## src/rtl/store_buffer_responder_pkg.sv

```systemverilog
// -----------------------------------------------------------------------------
// store_buffer_responder_pkg
// Shared definitions for the store buffer responder: default geometry, the
// MMIO GPIO register address, the buffered store entry layout and the store
// classification helper used by the top level.
// -----------------------------------------------------------------------------
package store_buffer_responder_pkg;

    localparam int          DEFAULT_DEPTH     = 4;
    localparam logic [31:0] DEFAULT_MMIO_ADDR = 32'hFFFF_0000;
    localparam int          ENTRY_W           = 64;

    // One buffered store: address in the upper word, data in the lower word.
    typedef struct packed {
        logic [31:0] addr;
        logic [31:0] data;
    } storeEntry_t;

    typedef enum logic [1:0] {
        STORE_NONE,
        STORE_MISALIGNED,
        STORE_MMIO,
        STORE_BUFFERED
    } storeKind_e;

    // Misalignment is checked before the MMIO match, so a misaligned access
    // near the GPIO address is still rejected as misaligned.
    function automatic storeKind_e classifyStore(
        input logic        we,
        input logic [31:0] addr,
        input logic [31:0] mmioAddr
    );
        if (!we)                    return STORE_NONE;
        else if (addr[1:0] != 2'b0) return STORE_MISALIGNED;
        else if (addr == mmioAddr)  return STORE_MMIO;
        else                        return STORE_BUFFERED;
    endfunction

endpackage

```

## src/rtl/store_buffer_responder_sync_fifo.sv

```systemverilog
// -----------------------------------------------------------------------------
// sync_fifo
// Single-clock FIFO with a combinational head read. Pointers wrap modulo
// DEPTH (a power of two); the occupancy count tells full from empty.
//
// Ports
//   clk, rst   clock, asynchronous active-high reset
//   push       write wrData at the tail (ignored when full with no pop)
//   pop        advance the head (ignored when empty)
//   wrData     entry to push
//   rdData     current head entry
//   count      occupancy, 0..DEPTH
//   full       count == DEPTH
//   empty      count == 0
// -----------------------------------------------------------------------------
module sync_fifo #(
    parameter int DEPTH = 4,
    parameter int WIDTH = 64
)(
    input  logic                   clk,
    input  logic                   rst,
    input  logic                   push,
    input  logic                   pop,
    input  logic [WIDTH-1:0]       wrData,
    output logic [WIDTH-1:0]       rdData,
    output logic [$clog2(DEPTH):0] count,
    output logic                   full,
    output logic                   empty
);

    localparam int               PTR_W      = $clog2(DEPTH);
    localparam int               CNT_W      = PTR_W + 1;
    localparam logic [CNT_W-1:0] FULL_COUNT = CNT_W'(DEPTH);

    logic [WIDTH-1:0] storage [DEPTH];
    logic [PTR_W-1:0] wrPtr;
    logic [PTR_W-1:0] rdPtr;
    logic             doPush;
    logic             doPop;

    assign empty  = (count == '0);
    assign full   = (count == FULL_COUNT);
    assign doPop  = pop && !empty;
    // A full FIFO can still take a push when the head leaves on the same edge.
    assign doPush = push && (!full || doPop);
    assign rdData = storage[rdPtr];

    // NOTE: storage has no reset; the count gates every read, so stale
    // contents are never observed and the array maps onto plain RAM.
    always_ff @(posedge clk) begin
        if (doPush) begin
            storage[wrPtr] <= wrData;
        end
    end

    // NOTE: state uses non-blocking assignments so every register samples
    // pre-edge values, independent of statement order.
    always_ff @(posedge clk or posedge rst) begin
        if (rst) begin
            wrPtr <= '0;
            rdPtr <= '0;
            count <= '0;
        end else begin
            if (doPush) wrPtr <= wrPtr + PTR_W'(1);
            if (doPop)  rdPtr <= rdPtr + PTR_W'(1);
            case ({doPush, doPop})
                2'b10:   count <= count + CNT_W'(1);
                2'b01:   count <= count - CNT_W'(1);
                default: count <= count;
            endcase
        end
    end

endmodule

```

## src/rtl/store_buffer_responder.sv

```systemverilog
// -----------------------------------------------------------------------------
// store_buffer_responder
// Accepts core stores one per cycle. Misaligned stores are dropped and flagged,
// stores to MMIO_ADDR update the GPIO output register, and all others are
// queued in a FIFO that drains to backing memory through a valid/ready port.
//
// Ports
//   clk, rst                  clock, asynchronous active-high reset
//   addr, data, we            core store request
//   err_clr                   synchronous clear of the sticky error flags
//   mem_wvalid/wready         backing-memory write handshake
//   mem_waddr, mem_wdata      head entry of the store FIFO
//   full, count               FIFO status
//   gpio_out                  MMIO output register
//   store_cnt                 accepted (buffered + MMIO) store counter, wraps
//   ovf_err, misalign_err     sticky drop flags
// -----------------------------------------------------------------------------
module store_buffer_responder
    import store_buffer_responder_pkg::*;
#(
    parameter int          DEPTH     = DEFAULT_DEPTH,
    parameter logic [31:0] MMIO_ADDR = DEFAULT_MMIO_ADDR
)(
    input  logic                   clk,
    input  logic                   rst,
    input  logic [31:0]            addr,
    input  logic [31:0]            data,
    input  logic                   we,
    input  logic                   err_clr,
    output logic                   mem_wvalid,
    input  logic                   mem_wready,
    output logic [31:0]            mem_waddr,
    output logic [31:0]            mem_wdata,
    output logic                   full,
    output logic [$clog2(DEPTH):0] count,
    output logic [31:0]            gpio_out,
    output logic [15:0]            store_cnt,
    output logic                   ovf_err,
    output logic                   misalign_err
);

    storeKind_e  kind;
    logic        isMisaligned;
    logic        isMmio;
    logic        isBuffered;
    logic        popFire;
    logic        pushAccept;
    logic        ovfHit;
    logic        fifoEmpty;
    storeEntry_t tailEntry;
    storeEntry_t headEntry;

    assign kind = classifyStore(we, addr, MMIO_ADDR);

    always_comb begin
        // NOTE: every output gets a default before the case so no path leaves
        // one unassigned, which would otherwise infer a latch.
        isMisaligned = 1'b0;
        isMmio       = 1'b0;
        isBuffered   = 1'b0;
        case (kind)
            STORE_MISALIGNED: isMisaligned = 1'b1;
            STORE_MMIO:       isMmio       = 1'b1;
            STORE_BUFFERED:   isBuffered   = 1'b1;
            default:          ;
        endcase
    end

    assign popFire    = mem_wvalid && mem_wready;
    assign pushAccept = isBuffered && (!full || popFire);
    assign ovfHit     = isBuffered && full && !popFire;
    assign tailEntry  = '{addr: addr, data: data};

    sync_fifo #(
        .DEPTH (DEPTH),
        .WIDTH (ENTRY_W)
    ) storeFifo (
        .clk    (clk),
        .rst    (rst),
        .push   (pushAccept),
        .pop    (popFire),
        .wrData (tailEntry),
        .rdData (headEntry),
        .count  (count),
        .full   (full),
        .empty  (fifoEmpty)
    );

    // Derived from the asynchronously reset count, so reset drops it at once.
    assign mem_wvalid = !fifoEmpty;
    assign mem_waddr  = headEntry.addr;
    assign mem_wdata  = headEntry.data;

    always_ff @(posedge clk or posedge rst) begin
        if (rst) begin
            gpio_out     <= '0;
            store_cnt    <= '0;
            ovf_err      <= 1'b0;
            misalign_err <= 1'b0;
        end else begin
            if (isMmio) gpio_out <= data;
            if (isMmio || pushAccept) store_cnt <= store_cnt + 16'd1;
            // A fresh error on the clearing edge keeps its flag set.
            ovf_err      <= ovfHit       || (ovf_err      && !err_clr);
            misalign_err <= isMisaligned || (misalign_err && !err_clr);
        end
    end

endmodule

```

## config.mk

```make
export PLATFORM = sky130hd
export DESIGN_NAME = store_buffer_responder
export DESIGN_NICKNAME = d
export VERILOG_FILES = /design/src/rtl/store_buffer_responder_pkg.sv /design/src/rtl/store_buffer_responder_sync_fifo.sv /design/src/rtl/store_buffer_responder.sv
export SDC_FILE = /design/constraint.sdc
export NUM_CORES = 1
export LEC_CHECK = 0
export CAP_MARGIN = 40
export CORE_MARGIN = 2
export CORE_UTILIZATION = 40
export CTS_CLUSTER_SIZE = 28
export DETAILED_ROUTE_END_ITERATION = 7
export DONT_BUFFER_PORTS = 1
export PLACE_DENSITY = 0.57
export SLEW_MARGIN = 20
export SYNTH_ARGS = -nofsm -noshare
export SYNTH_HDL_FRONTEND = slang
export SYNTH_SLANG_ARGS = --single-unit
```

## constraint.sdc

```tcl
create_clock -name clk -period 3.4 [get_ports clk]
set_input_delay 0.34 -clock clk [delete_from_list [all_inputs] [get_ports clk]]
set_output_delay 0.34 -clock clk [all_outputs]
set_load 0.01 [all_outputs]
```

Word-level counts from Yosys, hierarchy flattened:

Memories as Yosys holds them, arrays and structs flattened.
Cells that the tools add are included.
W data, S select, Z words.

* input bits: 69
* register bits: 57
* memory bits (writable): 256
* memories: 1

* add/sub/neg operators: 5
* equality and inequality tests: 7
* muxes and demuxes: 9
* reduce and logical (&&, ||, !) cells: 20

Memories
* storeFifo.storage: depth 4, bits a word 64, read ports 1, clocked after memory_dff 0, write ports 1, line store_buffer_responder_sync_fifo.sv:35 `logic [WIDTH-1:0] storage [DEPTH];`

Operators by type and width (number)
* $eq A32 B32 Y1 const B: 1
* $add A16 B1 Y16 const B: 1
* $logic_and A1 B1 Y1: 8
* $eq A2 B2 Y1 const B: 3
* $mux W1: 6
* $pmux W3 S2: 1
* $logic_or A1 B1 Y1: 5
* $add A2 B1 Y2 const B: 2
* $eq A2 B1 Y1 const B: 2
* $logic_not A1 Y1: 4
* $mux W2: 2
* $reduce_bool A2 Y1: 2
* $add A3 B1 Y3 const B: 1
* $eq A3 B3 Y1 const B: 1
* $logic_not A3 Y1: 1
* $sub A3 B1 Y3 const B: 1

Logic depth before layout (Yosys ltp):

Gate-level depths: netlist of the first run.

* word-level depth: 10
* depth in mapped cells: 12

Cells and area by module:

From an unflattened synthesis of the first run, not the netlist that was laid out.

* cell total of the unflattened synthesis: 541
* area, all modules: 11961.5 um^2

Modules (own cells, without submodules)
* sync_fifo: seq. area each 7862.5 um^2, area an instance 9649.3 um^2, cells an instance 373, instances 1
* store_buffer_responder: seq. area each 1251.2 um^2, area an instance 2312.2 um^2, cells an instance 168, instances 1

Worst setup path after synthesis of the first run:

No wires, ideal clock.

* path type: input-to-reg
* start: input port addr[1]
* end: memory storeFifo.storage[0][0] (enable)
* setup slack: 0.362 ns
* buffers on the path: 1
* arrival time: 2.609 ns
* data required time: 2.971 ns
* stages on the path: 6
* path through: nor2_1 > and2_1 > clkbuf_2 > nand2_1 > nor2_1 > and2_1

* longest elaborated chain between the ends: 10

Ends and longest elaborated chain
* from (decl): line store_buffer_responder.sv:26 `input logic [31:0] addr,`
* $eq A32 B32 Y1: line store_buffer_responder_pkg.sv:35 `else if (addr == mmioAddr) return STORE_MMIO;`
* $mux W1: line store_buffer_responder_pkg.sv:35
* $mux W2 (*): line store_buffer_responder_pkg.sv:34 `else if (addr[1:0] != 2'b0) return STORE_MISALIGNED;`
* $mux W2 (*): line store_buffer_responder_pkg.sv:33 `if (!we) return STORE_NONE;`
* $eq A2 B2 Y1 (*): line store_buffer_responder.sv:61 `case (kind)`
* $mux W1 (*): line store_buffer_responder.sv:61
* $logic_and A1 B1 Y1 (*): line store_buffer_responder.sv:70 `assign pushAccept = isBuffered && (!full || popFire);`
* $logic_and A1 B1 Y1 (*): line store_buffer_responder_sync_fifo.sv:45 `assign doPush = push && (!full || doPop);`
* $mux W1 (*): line store_buffer_responder_sync_fifo.sv:51 `if (doPush) begin`
* $mux W1 (implied by the code) (*): line store_buffer_responder_sync_fifo.sv:52 `storage[wrPtr] <= wrData;`
* to (decl): line store_buffer_responder_sync_fifo.sv:35

Mark *: on every way between the ends. The rest lies on a longest branch, timed or not.

Worst setup path after layout of the first run:

* start: register storeFifo.rdPtr[0]
* end: output port mem_wdata[30]

* longest elaborated chain between the ends: 1

Ends and longest elaborated chain
* from (decl): line store_buffer_responder_sync_fifo.sv:37 `logic [PTR_W-1:0] rdPtr;`
* from (signal assigned): line store_buffer_responder_sync_fifo.sv:65 `if (doPop) rdPtr <= rdPtr + PTR_W'(1);`
* $mem_v2 Z4 W64
* to (decl): line store_buffer_responder.sv:33 `output logic [31:0] mem_wdata,`

No other way between the ends.

==> results of run 1 <==
==> through the flow <==
step / util, % / total power (W)
floorplan: - / 0.00621
global placement: 42.2 / 0.00669
detailed placement: 42.7 / 0.00677
CTS: 49.0 / 0.0105
global route: 49.0 / 0.0108
finish: 49.0 / 0.0103
==> state kept, by name, indices dropped and copies added (netlist names) <==
register	cells
storeFifo.storage	256
gpio_out	32
store_cnt	16
storeFifo.count	3
storeFifo.rdPtr	2
storeFifo.wrPtr	2
misalign_err	1
ovf_err	1
==> cell families after synthesis <==
kind of cell / Yosys count
XOR/XNOR: 21
adder cells (fa/ha/maj): 7
AND/OR/NAND/NOR: 59
AO/OA/AOI/OAI: 4
buffers and inverters: 29
flip-flops: 313
multiplexers: 99
==> area by class of cell <==
type	count	area (sq um)	share of cell area, %
inverters	9	33.8	0.239
flip-flops and latches	313	9120	64.6
well taps	384	480	3.40
clock buffers	47	983	6.96
multi-input cells	190	2510	17.8
clock inverters	13	143	1.01
repair buffers	77	856	6.06
==> power groups by stage <==
| stage | logic [W] | clock network [W] | registers [W] |
|---|---|---|---|
| finish | 0.00197 | 0.00365 | 0.00473 |
| global route | 0.00211 | 0.00391 | 0.00478 |
| CTS | 0.00205 | 0.00375 | 0.00474 |
| detailed placement | 0.00194 | 0 | 0.00482 |
| global placement | 0.00179 | 0 | 0.00489 |
| floorplan | 0.00161 | 0 | 0.00460 |
==> cell usage in the layout, fill, tap and decap left out, drive strengths merged, types with 6 or more instances in the layout <==
cell type    instances
and2                 8
and3                 7
buf                 10
clkbuf              47
clkinv               7
dfrtp               57
dlygate4sd3         67
edfxtp             256
ha                   6
inv                 10
mux2                34
mux4                64
nand2                8
nand3                6
nand4               12
nor2                 6
xnor2               18
==> synth_stat cells, drive strengths merged <==
| library cell | instances | share of area, % |
|---|---|---|
| or4 | 1 | 0.096 |
| ha | 6 | 0.64 |
| and3 | 7 | 0.37 |
| buf | 13 | 0.69 |
| nand3 | 6 | 0.26 |
| nor2 | 6 | 0.21 |
| nor4bb | 1 | 0.085 |
| clkbuf | 7 | 0.23 |
| nand2b | 1 | 0.053 |
| mux2 | 34 | 3.3 |
| xnor2 | 18 | 1.3 |
| mux4 | 64 | 12 |
| fa | 1 | 0.17 |
| or3 | 1 | 0.053 |
| nand4 | 12 | 0.64 |
| nand2 | 8 | 0.28 |
| xor2 | 3 | 0.22 |
| edfxtp | 256 | 65 |
| nor3 | 2 | 0.085 |
| nor3b | 1 | 0.064 |
| mux2i | 1 | 0.085 |
| inv | 9 | 0.29 |
| and2 | 8 | 0.43 |
| or3b | 1 | 0.075 |
| o21bai | 1 | 0.16 |
| o22ai | 1 | 0.053 |
| dfrtp | 57 | 12 |
| nor4 | 3 | 0.16 |
| o21ai | 2 | 0.085 |
| nand4bb | 1 | 0.096 |
==> final timing paths <==
| kind | start | endpoint | slack (ps) |
|---|---|---|---|
| min reg2reg | store_cnt[15] | store_cnt[15] | 550 |
| max in group asynchronous | rst | storeFifo.rdPtr[0] | 2080 |
| min in group asynchronous | rst | gpio_out[22] | 350 |
| max | storeFifo.rdPtr[0] | mem_wdata[30] | 780 |
| min | addr[1] | misalign_err | 20 |
| max reg2reg | storeFifo.count[2] | storeFifo.storage[1][6] | 840 |
==> metal layers <==
layer  wire length, microns  vias up  track usage, %
met3                   1580       24            4.35
li1                       -     2351               -
met5                      0        -               0
met2                  12600      165            27.5
met1                   9330     2914            19.0
met4                    363        0            4.17
==> what timing repair did <==
| item | 4_1_cts | 5_1_grt |
|---|---|---|
| endpoints found under the setup margin | 0 | 0 |
| endpoints found under the hold margin | 313 | 0 |
| hold buffers | 67 | 0 |
==> summary.md, run 1 <==
| Metric | Value |
|---|---|
| Fmax | `381 MHz` |
| Clk pwr share | `35.2%` |
| WL per Instance | `23.2 microns` |
| DP Wirelength | `14300 microns` |
| Rel. slew slack | `58.0%` |
| Cell row count | `62` |
| Xor/xnor share of the synthesized area | `1.56%` |
| Final hold vios | `0` |
| Seq/Total Area, Yosys | `77.5%` |
| HP Class | `input pin to flop` |
| Routability Congestion | `0.740` |
| Critical path class | `flop to output pin` |
| Final instance area | `14100 sq um` |
| Global route overflow | `0` |
| I/O Buffers | `0` |
| Buffers plus inverters on the worst setup path | `1` |
| Syn_nets | `608` |
| CTS clk-pin slew, worst paths | `50 ps` |
| Critical Path, Cell by Cell | `buf_12 > mux4_2` |
| DRC viols | `0` |
| CP max FO | `42` |
| Synth Area in Adders | `0.809%` |
| Area fraction in and, or, nand and nor cells after synthesis | `2.95%` |
| Critical path's top delay family | `flip-flops` |
| Comb power frac | `19.0%` |
| Area delta synth->final | `20.2%` |
| Synth Area in Compound Gates | `0.298%` |
| Largest net degree at the start of global routing | `45` |
| Syn. warnings | `0` |
| Hold WS | `21.5 ps` |
| Starting density of the core | `40.7%` |
| Pre-CTS setup slack | `718 ps` |
| Post-CTS resize count | `0` |
| CTS Buffer Depth | `3` |
| Post-detailed-routing wire length | `23900 microns` |
| Slowest stage delay, CP | `710 ps` |
| Sw frac | `26.6%` |
| VDD IR-drop max | `375 uV` |
| First-pass GRT wire length | `36200 microns` |
| RSZ-0062 raised after global routing | `false` |
| Worst Path Arrival | `2280 ps` |
| R2R cell count | `6` |
| Antenna Cells | `0` |
| CTS HTree Levels | `2` |
| Critical Path RT | `3060 ps` |
| DP Area | `12300 sq um` |
| Critical Path Slowest Stage Cell | `dfrtp_4` |
| Max-cap violations | `0` |
| Number of antenna violations at the first check in global routing | `0` |
| Vias in the first global route | `5929` |
| Share of cells above drive strength 1 | `25.6%` |
| Setup violations, final | `0` |
| Worst Hold Depth | `2` |
| Avg Cell Area, Syn | `22.1 sq um` |
| Clock period minus worst slack | `2620 ps` |
| Largest family of logic cells by synthesized area | `multiplexers` |
| Final TNS setup | `0 ps` |
| Startpoint types | `flop` |
| Mux cell area share after synthesis | `15.6%` |
| Via Count | `5454` |
| GRT Util Overall | `15.6%` |
| Die Footprint | `30800 sq um` |
| Kind of end point of the critical path | `output pin` |
| Clock insertion delay at the later pin of the skew report | `500 ps` |
| Synth Register Bits | `313` |
| Sw power | `0.00275 W` |
| WP depth | `2` |
| Fillcell total | `2335` |
| Routed Antenna Nets | `0` |
| Post-CTS setup buffer count | `0` |
| Core box area | `28900 sq um` |
| Slew @ Worst Pin | `626 ps` |
| Iteration-0 DRC Markers | `325` |
| Leakage | `4.87 nW` |
| Syn Inst Count | `532` |
| Die width | `175 microns` |
| Status | `complete, no violations` |
| Internal | `0.00760 W` |
| Vias/cell | `5.28` |
| Seq pwr share | `45.7%` |
| CTS sink cnt | `313` |
| Cts bufs inserted | `34` |
| Die Y | `175 microns` |
| Placed insts | `906` |
| Nets | `701` |
| Root Driver | `clkbuf_16` |
| Clock Skew | `10.6 ps` |
| CTS tree | `yes` |
| Initial DRT Pass Iterations | `4` |
| Yosys cell types | `37` |
| Final Instance Count excl. Fillers | `1033` |
| Number of top-level pins | `188` |
| Pwr/cell area | `733 nW/um^2` |
| Crit share post-route | `77.1%` |
| Fin. max-slew vios | `0` |
| Cell Area, Synth | `11800 sq um` |
| Worst Setup Slack, final | `777 ps` |
Power figures use the tool's default switching activity.
==> inputs of run 2 (changes only) <==
ABC_AREA = 1   (was default)
clock period = 2.6 ns   (was 3.4 ns; I/O delays follow)
==> run 2 against run 1 <==
Compared with the run above: cell area grew 4.2%; hold slack improved by 59 ps; clock skew is 4.5 ps lower; sequential power is 26% higher; critical path type unchanged; largest power group unchanged.
==> summary.md, run 2 <==
| Metric | Value |
|---|---|
| Status | `complete, no violations` |
| WL per Instance | `19.5 microns` |
| Post-synth top cells | `256 x edfxtp_1, 165 x o21ai_0, 161 x nor2_1` |
| Cell Area, Synth | `12300 sq um` |
| Nets | `1149` |
| Max reg flops | `256` |
| Cts bufs inserted | `34` |
| HP Class | `input pin to flop` |
| Placed insts | `1366` |
| CTS tree | `yes` |
| Critical path class | `flop to output pin` |
| RSZ-0062 raised after global routing | `false` |
| Most common cell after layout, fill and taps aside | `edfxtp_1` |
| Antenna Cells | `0` |
| Synth async-reset ratio | `18.2%` |
| Setup violations, final | `0` |
| Synth Register Bits | `313` |
| Worst Setup Slack, final | `240 ps` |
| Largest regs | `storeFifo.storage: 256 flops, gpio_out: 32 flops, store_cnt: 16 flops` |
| Most frequent cells in the layout | `256 x edfxtp_1, 165 x o21ai_0, 157 x nor2_1, 153 x nand2_1, 67 x dlygate4sd3_1` |
| Die Y | `180 microns` |
| Leakage | `5.39 nW` |
| Cell row count | `64` |
| Max-cap violations | `0` |
| First-pass GRT wire length | `45100 microns` |
| Number of top-level pins | `188` |
| CTS sink cnt | `313` |
| Startpoint types | `flop` |
| Core box area | `30400 sq um` |
| Vias in the first global route | `7803` |
| Die Footprint | `32200 sq um` |
| Yosys cell types | `27` |
| Synth Flop Type | `edfxtp_1` |
| Final hold vios | `0` |
| Final Instance Count excl. Fillers | `1494` |
| Post-CTS setup buffer count | `0` |
| CTS clk-pin slew, worst paths | `60 ps` |
| Root Driver | `clkbuf_16` |
| Pwr/cell area | `967 nW/um^2` |
| Synth top area share | `62.4%` |
| Number of enable flip-flop cells after synthesis | `256` |
| Slowest stage delay, CP | `620 ps` |
| Rel. slew slack | `60.1%` |
| Kind of end point of the critical path | `output pin` |
| Post-detailed-routing wire length | `29200 microns` |
| Slew @ Worst Pin | `598 ps` |
| Largest net degree at the start of global routing | `70` |
| DRC viols | `0` |
| Avg Cell Area, Syn | `12.4 sq um` |
| Number of antenna violations at the first check in global routing | `0` |
| Critical Path, Cell by Cell | `buf_4 > o21ai_0 > o22ai_1` |
| Largest reg by FF count | `storeFifo.storage` |
| Global route overflow | `0` |
| Routability Congestion | `0.758` |
| Starting density of the core | `40.5%` |
| Fmax | `424 MHz` |
| CTS HTree Levels | `2` |
| Fillcell total | `2687` |
| Cell with the most instances after synthesis | `edfxtp_1` |
| Pre-CTS setup slack | `438 ps` |
| Via Count | `7671` |
| Fin. max-slew vios | `0` |
| CP max FO | `28` |
| Initial DRT Pass Iterations | `7` |
| Crit share post-route | `90.8%` |
| Clock insertion delay at the later pin of the skew report | `500 ps` |
| Critical Path RT | `2340 ps` |
| Clock period minus worst slack | `2360 ps` |
| VDD IR-drop max | `486 uV` |
| Seq/Total Area, Yosys | `73.9%` |
| Final Power | `0.0142 W` |
| Clock Skew | `6.15 ps` |
| Syn Inst Count | `996` |
| Share of cells above drive strength 1 | `9.38%` |
| Syn_nets | `1072` |
| Iteration-0 DRC Markers | `434` |
| Area delta synth->final | `19.4%` |
| Area leader, netlist | `edfxtp_1` |
| GRT Util Overall | `17.9%` |
| I/O Buffers | `0` |
| Finished Core Util | `48.4%` |
| Vias/cell | `5.13` |
| Worst Path Arrival | `2100 ps` |
| Synth top area cells | `edfxtp_1 62%, dfrtp_1 12%, o21ai_0 6.7%` |
| Routed Antenna Nets | `0` |
| DP Wirelength | `16900 microns` |
| CTS Buffer Depth | `3` |
| Die width | `180 microns` |
| Syn. warnings | `0` |
| Critical Path Slowest Stage Cell | `dfrtp_2` |
[run 2: cell types whose count changed in the layout (fill, tap and decap cells not counted), sizes merged, moves of 7 or more]
| cell | delta |
|---|---|
| and2 | -7 |
| and3 | -7 |
| buf | +17 |
| inv | +30 |
| mux2 | -34 |
| mux4 | -64 |
| nand2 | +148 |
| nand4 | -9 |
| nor2 | +160 |
| o21ai | +164 |
| o22ai | +64 |
| xnor2 | -9 |
[run 2: critical path, delay by kind of cell (launching register included)]
family                 cells  cell delay [ps]
flip-flops                 1              620
buffers and inverters      1              420
AO/OA/AOI/OAI              2              550
[run 2: report_power, final]
group | total, W | switching (W) | internal, W
Sequential | 0.00595 | 0.000220 | 0.00573
Combinational | 0.00366 | 0.00261 | 0.00105
Clock | 0.00463 | 0.00191 | 0.00272
Total | 0.0142 | 0.00474 | 0.00950
[run 2: kinds of logic (layout without fill, tap and decap cells)]
family	count (synthesis)	after routing	share of synthesized area, %
simple gates	336	336	10.8
buf+inv	90	192	2.97
xor+xnor	17	17	1.21
compound gates	233	233	10.3
fa+ha+maj	7	7	0.771
flops	313	313	73.9
[run 2: layout make-up]
class	instances	area (sq um)	share of cell area, %
multi-input cells	593	2880	19.5
clock buffers	44	960	6.52
inverters	37	141	0.960
clock inverters	17	129	0.875
repair buffers	94	998	6.78
flip-flops and latches	313	9120	61.9
well taps	396	495	3.37
[run 2: per-stage QoR]
step / hold WS [ps] / instance area [sq um] / TNS, ps
2_1_floorplan: 356 / 12300 / -140250
3_3_place_gp: 240 / 13000 / 0
3_5_place_dp: 244 / 13000 / 0
4_1_cts: 70.2 / 14700 / 0
5_1_grt: 94.9 / 14700 / 0
6_report: 80.9 / 14700 / 0
[run 2: per-layer routing]
| metal | track usage, % | part of all wire, % | wire (microns) | up-vias |
|---|---|---|---|---|
| li1 | - | - | - | 3679 |
| met1 | 22.8 | 43 | 12700 | 3771 |
| met2 | 30.4 | 48 | 14100 | 182 |
| met3 | 4.56 | 5.9 | 1720 | 39 |
| met4 | 5.04 | 2.2 | 654 | 0 |
| met5 | 0 | 0 | 0 | - |
[run 2: worst paths after layout]
check	end	slack [ps]	cells after the start	startpoint
setup / recovery	mem_waddr[27]	240	3	storeFifo.rdPtr[1]
hold / removal	storeFifo.rdPtr[0]	80	2	mem_wready
setup reg to reg	storeFifo.count[2]	420	11	storeFifo.count[0]
hold reg to reg	storeFifo.wrPtr[0]	550	2	storeFifo.wrPtr[0]
max in group asynchronous	storeFifo.rdPtr[0]	2000	3	rst
min in group asynchronous	gpio_out[10]	280	3	rst
[run 2: what timing repair did]
action                                 4_1_cts  5_1_grt
gates resized for setup                      0        0
hold buffers                                67        0
endpoints found under the hold margin      347        0
